$ cat src/rtl/sap_pkg.sv
// sap_pkg: shared opcode/state encodings for the sap_core accumulator CPU.
// Field widths used to slice instruction words live here too.
package sap_pkg;

    localparam int OPC_W = 4;

    typedef enum logic [OPC_W-1:0] {
        OP_NOP = 4'h0,
        OP_LDA = 4'h1,
        OP_ADD = 4'h2,
        OP_SUB = 4'h3,
        OP_STA = 4'h4,
        OP_LDI = 4'h5,
        OP_JMP = 4'h6,
        OP_JC  = 4'h7,
        OP_JZ  = 4'h8,
        OP_OUT = 4'hE,
        OP_HLT = 4'hF
    } opcode_t;

    typedef enum logic [1:0] {
        S_IDLE,
        S_FETCH,
        S_EXEC,
        S_HALT
    } state_t;

endpackage

$ cat src/rtl/sap_alu.sv
// sap_alu: combinational add/subtract with carry and zero flags.
// On subtract, CARRY is the inverted borrow (1 when A >= B).
module sap_alu #(
    parameter int DATA_W = 8
) (
    input  logic [DATA_W-1:0] A,
    input  logic [DATA_W-1:0] B,
    input  logic              SUB,
    output logic [DATA_W-1:0] RESULT,
    output logic              CARRY,
    output logic              ZERO
);

    logic [DATA_W-1:0] b_eff;
    logic [DATA_W:0]   sum;

    // two's complement subtract as A + ~B + 1
    always_comb begin
        b_eff  = SUB ? ~B : B;
        sum    = {1'b0, A} + {1'b0, b_eff} + {{DATA_W{1'b0}}, SUB};
        RESULT = sum[DATA_W-1:0];
        CARRY  = sum[DATA_W];
        ZERO   = (sum[DATA_W-1:0] == '0);
    end

endmodule

$ cat src/rtl/sap_core.sv
// sap_core: single-accumulator CPU, 2-cycle FETCH/EXEC per instruction,
// host-loadable program RAM, RUN/STEP execution modes.
module sap_core
    import sap_pkg::*;
#(
    parameter int DATA_W = 8,
    parameter int ADDR_W = 4
) (
    input  logic              CLK,
    input  logic              RST,
    input  logic              RUN,
    input  logic              STEP,
    input  logic              PROG_WE,
    input  logic [ADDR_W-1:0] PROG_ADDR,
    input  logic [DATA_W-1:0] PROG_DATA,
    output logic [ADDR_W-1:0] PC_OUT,
    output logic [DATA_W-1:0] A_OUT,
    output logic [DATA_W-1:0] OUT_DATA,
    output logic              OUT_VALID,
    output logic              CARRY,
    output logic              ZERO,
    output logic              HALTED
);

    localparam int DEPTH = 2 ** ADDR_W;
    localparam int IR_W  = ADDR_W + OPC_W;

    state_t            state;
    state_t            state_nxt;
    logic [DATA_W-1:0] mem [DEPTH];
    logic [ADDR_W-1:0] pc;
    logic [IR_W-1:0]   ir;
    logic [DATA_W-1:0] acc;
    logic [DATA_W-1:0] out_q;
    logic              out_v;
    logic              c_flag;
    logic              z_flag;

    opcode_t           opc;
    logic [ADDR_W-1:0] opd;
    logic [DATA_W-1:0] m_rd;
    logic [DATA_W-1:0] fetch_word;
    logic [DATA_W-1:0] alu_res;
    logic              alu_c;
    logic              alu_z;

    logic              do_fetch;
    logic              ld_a;
    logic              arith;
    logic              jump;
    logic              sta_we;
    logic              out_en;
    logic              prog_ok;
    logic [DATA_W-1:0] a_nxt;

    assign opc        = opcode_t'(ir[IR_W-1:ADDR_W]);
    assign opd        = ir[ADDR_W-1:0];
    assign m_rd       = mem[opd];
    assign fetch_word = mem[pc];

    sap_alu #(.DATA_W(DATA_W)) u_alu (
        .A      (acc),
        .B      (m_rd),
        .SUB    (opc == OP_SUB),
        .RESULT (alu_res),
        .CARRY  (alu_c),
        .ZERO   (alu_z)
    );

    // state register
    always_ff @(posedge CLK or posedge RST) begin
        if (RST) state <= S_IDLE;
        else     state <= state_nxt;
    end

    // next-state logic; HALT is only left through reset
    always_comb begin
        state_nxt = state;
        case (state)
            S_IDLE:  if (RUN || STEP) state_nxt = S_FETCH;
            S_FETCH: state_nxt = S_EXEC;
            S_EXEC: begin
                if (opc == OP_HLT) state_nxt = S_HALT;
                else if (RUN)      state_nxt = S_FETCH;
                else               state_nxt = S_IDLE;
            end
            default: state_nxt = S_HALT;
        endcase
    end

    // control decode from state and current instruction
    always_comb begin
        do_fetch = 1'b0;
        ld_a     = 1'b0;
        arith    = 1'b0;
        jump     = 1'b0;
        sta_we   = 1'b0;
        out_en   = 1'b0;
        prog_ok  = 1'b0;
        a_nxt    = acc;
        case (state)
            S_IDLE, S_HALT: prog_ok = 1'b1;
            S_FETCH:        do_fetch = 1'b1;
            S_EXEC: begin
                case (opc)
                    OP_LDA: begin
                        ld_a  = 1'b1;
                        a_nxt = m_rd;
                    end
                    OP_ADD, OP_SUB: begin
                        ld_a  = 1'b1;
                        arith = 1'b1;
                        a_nxt = alu_res;
                    end
                    OP_STA: sta_we = 1'b1;
                    OP_LDI: begin
                        ld_a  = 1'b1;
                        a_nxt = {{(DATA_W-ADDR_W){1'b0}}, opd};
                    end
                    OP_JMP: jump = 1'b1;
                    OP_JC:  jump = c_flag;
                    OP_JZ:  jump = z_flag;
                    OP_OUT: out_en = 1'b1;
                    default: ;
                endcase
            end
            default: ;
        endcase
    end

    // datapath registers; a taken jump overrides the fetch increment
    always_ff @(posedge CLK or posedge RST) begin
        if (RST) begin
            pc     <= '0;
            ir     <= '0;
            acc    <= '0;
            out_q  <= '0;
            out_v  <= 1'b0;
            c_flag <= 1'b0;
            z_flag <= 1'b0;
        end else begin
            out_v <= out_en;
            if (do_fetch) begin
                ir <= fetch_word[IR_W-1:0];
                pc <= pc + 1'b1;
            end
            if (jump) pc <= opd;
            if (ld_a) begin
                acc    <= a_nxt;
                z_flag <= arith ? alu_z : (a_nxt == '0);
            end
            if (arith)  c_flag <= alu_c;
            if (out_en) out_q  <= acc;
        end
    end

    // program RAM: host writes when quiescent, STA writes in EXEC
    always_ff @(posedge CLK) begin
        if (!RST) begin
            if (prog_ok && PROG_WE) mem[PROG_ADDR] <= PROG_DATA;
            else if (sta_we)        mem[opd]       <= acc;
        end
    end

    assign PC_OUT    = pc;
    assign A_OUT     = acc;
    assign OUT_DATA  = out_q;
    assign OUT_VALID = out_v;
    assign CARRY     = c_flag;
    assign ZERO      = z_flag;
    assign HALTED    = (state == S_HALT);

endmodule

$ cat config.mk
export PLATFORM = sky130hd
export DESIGN_NAME = sap_core
export DESIGN_NICKNAME = d
export VERILOG_FILES = /design/src/rtl/sap_pkg.sv /design/src/rtl/sap_alu.sv /design/src/rtl/sap_core.sv
export SDC_FILE = /design/constraint.sdc
export NUM_CORES = 1
export LEC_CHECK = 0
export CELL_PAD_IN_SITES_DETAIL_PLACEMENT = 0
export CELL_PAD_IN_SITES_GLOBAL_PLACEMENT = 1
export CORE_UTILIZATION = 52
export CTS_CLUSTER_SIZE = 40
export DETAILED_ROUTE_END_ITERATION = 7
export MAX_ROUTING_LAYER = met4
export PLACE_DENSITY = 0.79
export SLEW_MARGIN = 20
export SYNTH_ARGS = -nofsm -noshare
export SYNTH_HDL_FRONTEND = slang
export SYNTH_SLANG_ARGS = --single-unit
$ cat constraint.sdc
create_clock -name CLK -period 5.17 [get_ports CLK]
set_clock_uncertainty 0.1 [all_clocks]
set_input_delay 1.034 -clock CLK [delete_from_list [all_inputs] [get_ports CLK]]
set_output_delay 1.034 -clock CLK [all_outputs]
set_load 0.02 [all_outputs]
==> metrics, run 1 <==
met2 WL=10,400 microns; M1 WL=8460 microns; post-synth top area share=0.464; via count=a little over 5,000; Most used DFF post-synth=edfxtp_1; Layout area overhead=15.2%; first-pass GRT wire length=31,700 microns; Ports=41; setup TNS=0 ns; largest net degree at the start of global routing=37; fin crit share=0.862; Multi-input gate area=3420 sq um; Final Hold Fails=0; H-tree depth=4; sequential element share of the synthesized area=0.564; Max-cap violations=0; FMAX=0.224 GHz; hpwl dp=14,000 microns; Worst setup EP type=flop; cells after synthesis=521; # fillers=1,137; drt total wl=20,700 microns; vias in the first global route=5,228; routed length on met3=roughly 1400 microns; post-synth cell types=55; Power Internal=about 3.7 mW; Hold WS=0.406 ns; Post-CTS Setup Repair Bufs=0; Synth area leaders=edfxtp_1 (46%), mux4_2 (20%), dfrtp_1 (10%); Crit Path Max Fanout=29; Die H=128 microns; Chip Width=approximately 130 microns; register bit total from synthesis=161; Worst-Skew Late Latency=0.43 ns; CTS tree=done; Sw Ratio=0.384; Clock power frac=0.205; Util after Layout=0.620; Iteration-0 DRC Markers=456; top cells by count, synth=edfxtp_1 (128), mux4_2 (75), nor2_1 (46); Switch Pwr=2.33 mW; Starting Density=0.538; type of origin of the critical path=flop; yosys warns=0; Vias/cell=6.42; Req. time, crit path=5.44 ns; Async S/R FF share, synth=0.205; Num CTS Buffers=17; Crit Path Class=reg2reg; CTS Buffer Depth=2; power share of the sequential group=0.319; leakage=between 3 and 4 nW; global route total overflow=0; Rows=45; Post-synth EDFFs=between 100 and 150; core area=15,400 sq um; Worst slew margin=0.285; worst min-delay path class=reg2reg; Data arrival, critical path=approximately 4.7 ns; ant diodes=0; status=finished, final reports clean; total clock sinks=between 150 and 200; register area=4670 sq um; top routing layer used=met4; crit path time final=4.46 ns; VDD IR max=around 0.00028 V; Clock Tree Root=clkbuf_16; total track usage=0.283; Combinational Power Share=0.476; I/O Buffers=40; clock-pin slew on the worst setup and hold paths=0.06 ns; worst slew pin tran=around 1.1 ns; antenna-violating nets left=0; GPL Wtd Cong=0.943; area of the mapped netlist=8280 sq um; Post-Syn Nets=551; Avg Cell Area, Syn=15.9 sq um; top-count cell post-synth=edfxtp_1; RSZ-0062 raised after global routing=no; WL/cell=approximately 26 microns; initial antenna violation count=0; Hold-fix buffers, CTS=0; die area=16,400 sq um; max-slew violation count=0; layout net count=602; DRC=0; PostCTS Resize Cnt=0; first-pass detailed-route iteration total=4; Yosys top cell by area=edfxtp_1; share of cells above drive strength 1=0.270; # setup viols final=0; total power per unit cell area=635 nW/um^2
power groups by stage:
stage                     sequential [mW]  combinational, mW  clock (mW)
final                                1.93               2.88        1.24
after global routing                 1.98               3.08        1.29
after CTS                            1.94               2.85        1.24
after detailed placement             1.96               2.83           0
after global placement               1.95               2.81           0
after floorplan                      1.77               2.25           0
final cells by class:
cell class | count | area share
sequential | 161 | 0.490
inverter | 10 | 0.00394
timing repair buffer | 63 | 0.0601
tap | 211 | 0.0277
clock buffer | 21 | 0.0462
clock inverter | 11 | 0.0134
multi-input combinational | 319 | 0.359
kinds of logic after synthesis:
kind of cell	share of synthesized area
flip-flops	0.564
buffers and inverters	0.0233
adder cells (fa/ha/maj)	0.0206
XOR/XNOR	0.0180
AO/OA/AOI/OAI	0.0562
multiplexers	0.251
AND/OR/NAND/NOR	0.0665
metal layers:
layer	vias up	GRT usage
met1	2661	0.363
li1	2206	-
met2	206	0.444
met3	40	0.0655
met5	-	-
met4	0	0.101
metrics by stage:
| step | setup WS [ns] | std cells | area [sq um] | power (mW) |
|---|---|---|---|---|
| 6_report | 0.712 | 796 | 9530 | 6.05 |
| 5_1_grt | 0.394 | 796 | 9530 | 6.35 |
| 4_1_cts | 0.712 | 796 | 9530 | 6.03 |
| 3_5_place_dp | 0.785 | 764 | 8960 | 4.79 |
| 3_3_place_gp | 0.802 | 764 | 8960 | 4.76 |
| 2_1_floorplan | 1.41 | 521 | 8280 | 4.02 |
path summary, 6_finish.rpt:
path | from | to | slack (ns) | cells after the start
max in group asynchronous | RST | ZERO | 3.25 | 3
setup reg to reg | ir[1] | ZERO | 0.71 | 13
setup / recovery | ir[1] | ZERO | 0.71 | 13
hold reg to reg | OUT_DATA[6] | OUT_DATA[6] | 0.41 | 1
min in group asynchronous | RST | PC_OUT[1] | 1.03 | 2
hold / removal | OUT_DATA[6] | OUT_DATA[6] | 0.41 | 1
layout by cell type, fill, tap and decap left out, types with 11 or more instances in the layout:
cell and n:
clkbuf_16 17, edfxtp_1 128, buf_4 23, o21ai_0 11, nand2_1 17, nor2_1 46, dfrtp_1 31, clkdlybuf4s50_1 40
mux4_2 75, mux2_2 23, xnor2_1 12, ha_1 12, mux2i_1 13, a21oi_1 19
worst max-delay path, stage by stage, from the launching register on:
cell and delay [ns]:
dfrtp_1 0.68, buf_4 0.47, mux4_2 0.37, mux4_2 0.53, xnor2_1 0.18, fa_1 0.44
a21o_1 0.19, a311o_1 0.35, a21oi_1 0.23, xnor2_1 0.17, o21ai_1 0.10, nor3_1 0.19
nor4b_2 0.22, a21o_1 0.15
registers in the layout (all words and copies together) (netlist names):
register / flops
mem: 128
CARRY: 1
ir: 8
PC_OUT: 4
OUT_VALID: 1
A_OUT: 8
ZERO: 1
state: 2
OUT_DATA: 8
No activity file was read; power rests on OpenSTA's default activity.
==> inputs of run 2 (changes only) <==
--- a/config.mk
+++ b/config.mk
@@ -7,11 +7,11 @@
 export LEC_CHECK = 0
 export CELL_PAD_IN_SITES_DETAIL_PLACEMENT = 0
 export CELL_PAD_IN_SITES_GLOBAL_PLACEMENT = 1
-export CORE_UTILIZATION = 52
+export CORE_UTILIZATION = 40
 export CTS_CLUSTER_SIZE = 40
 export DETAILED_ROUTE_END_ITERATION = 7
 export MAX_ROUTING_LAYER = met4
-export PLACE_DENSITY = 0.79
+export PLACE_DENSITY = 0.64
 export SLEW_MARGIN = 20
 export SYNTH_ARGS = -nofsm -noshare
 export SYNTH_HDL_FRONTEND = slang
==> run 2 against run 1 <==
  * Clock-buffer cell count is the same
  * Setup slack improved by 0.063 ns
  * Die area rose by 30%
  * Register-to-register slack improved by 0.06 ns
  * Critical endpoint unchanged
  * Highest routed layer unchanged
==> metrics, run 2 (same netlist as run 1, synthesis figures left out) <==
layout net count=607; ant diodes=0; largest net degree at the start of global routing=37; Ports=approximately 40; VDD IR max=0.000239 V; Crit Path Max Fanout=32; Vias/cell=between 5 and 6; Post-CTS Setup Repair Bufs=0; Hold-fix buffers, CTS=0; Worst slew margin=0.238; WL/cell=25.7 microns; Die H=between 100 and 150 microns; worst slew pin tran=1.13 ns; final instance area=9650 sq um; M1 WL=between 9000 and 10,000 microns; core area=20,200 sq um; Tot Pwr=roughly 6 mW; Rows=52; Chip Width=about 150 microns; setup TNS=0 ns; Critical Path Max Stage Delay=roughly 0.57 ns; first-pass GRT wire length=roughly 33,000 microns; min-delay src=OUT_DATA[7]; global route total overflow=0; Worst setup EP type=flop; DRC=0; initial antenna violation count=0; type of origin of the critical path=flop; total power per unit cell area=about 630 nW/um^2; I/O Buffers=40; crit path time final=4.40 ns; top routing layer used=met4; Reg with most FFs=mem; leading cell type in the layout, fill and taps excluded=edfxtp_1; antenna-violating nets left=0; status=finished, final reports clean; Data arrival, critical path=4.66 ns; Num CTS Buffers=17; Max-cap violations=0; share of cells above drive strength 1=0.276; PostCTS Resize Cnt=0; critical path startpoint=ir[1]; Clock Tree Root=clkbuf_16; Worst R2R Start=ir[1]; commonest cells after routing, fill and taps aside=edfxtp_1 (128), mux4_2 (75), nor2_1 (46), clkdlybuf4s50_1 (40), dfrtp_1 (31); vias in the first global route=5,241; Starting Density=0.409; total clock sinks=161; # fillers=1,721; Crit Path Class=reg2reg; RSZ-0062 raised after global routing=no; die area=21,300 sq um; Worst-Skew Late Latency=0.43 ns; fin crit share=0.850; dpl ws=between 0.8 and 0.9 ns; CTS Buffer Depth=2; # setup viols final=0; FMAX=between 0.2 and 0.25 GHz; Critical-path top delay cell=dfrtp_1; hpwl dp=about 15,000 microns; total track usage=0.227; via count=5,138; worst min-delay path class=reg2reg; max reg flops=128; Placed Area=9070 sq um; drt total wl=22,100 microns; CTS tree=done; clock-pin slew on the worst setup and hold paths=0.07 ns; GPL Wtd Cong=0.983; Req. time, crit path=5.44 ns; Layout area overhead=16.6%; first-pass detailed-route iteration total=5; crit-path cells=buf_4, mux4_2, mux4_2, xnor2_1, fa_1, a21o_1, a311o_1, a21oi_1, xnor2_1, o21ai_1, nor3_1, nor4b_2, a21o_1; max-slew violation count=0; Final Hold Fails=0; met2 WL=11,300 microns; routed length on met3=1110 microns; leakage=3.29 nW; Iteration-0 DRC Markers=437; worst setup margin=a little under 0.8 ns; H-tree depth=4
==> run 2: final timing paths <==
path	endpoint	slack, ns	depth (start not counted)
setup / recovery	ZERO	0.77	13
hold / removal	OUT_DATA[7]	0.41	1
setup reg to reg	ZERO	0.77	13
hold reg to reg	OUT_DATA[7]	0.41	1
max in group asynchronous	PC_OUT[0]	3.11	3
min in group asynchronous	A_OUT[0]	1.13	2
==> run 2: final cells by class <==
type	count	area, sq um	share of cell area
inverters	10	37.5	0.00389
well taps	270	338	0.0350
clock inverters	11	131	0.0136
clock buffers	21	440	0.0456
multi-input cells	319	3420	0.354
flip-flops and latches	161	4670	0.484
repair buffers	68	611	0.0633
==> run 2: metrics by stage <==
step           instances   util  hold WS [ns]
3_3_place_gp         828  0.448         0.391
4_1_cts              860  0.477         0.413
6_report             860  0.477         0.408
3_5_place_dp         828  0.448         0.398
2_1_floorplan        521      -         0.457
5_1_grt              860  0.477         0.431
==> run 2: worst max-delay path: cells and delay by family, from the launching register on <==
family                   cells  cell delay (ns)
AND/OR/NAND/NOR              2             0.42
adder cells (fa/ha/maj)      1             0.44
XOR/XNOR                     2             0.35
AO/OA/AOI/OAI                5             1.02
flip-flops                   1             0.57
buffers and inverters        1             0.49
multiplexers                 2             0.92
==> run 2: power by group <==
part | total, mW | switching (mW) | internal [mW]
sequential | 1.90 | 0.354 | 1.55
combinational | 2.94 | 1.47 | 1.46
clock | 1.24 | 0.529 | 0.716
==> run 2: metal layers <==
layer  vias to the layer above  global-route usage
li1                       2218                   -
met1                      2685               0.282
met2                       183               0.367
met3                        52              0.0382
met4                         0              0.0963
met5                         -                   -
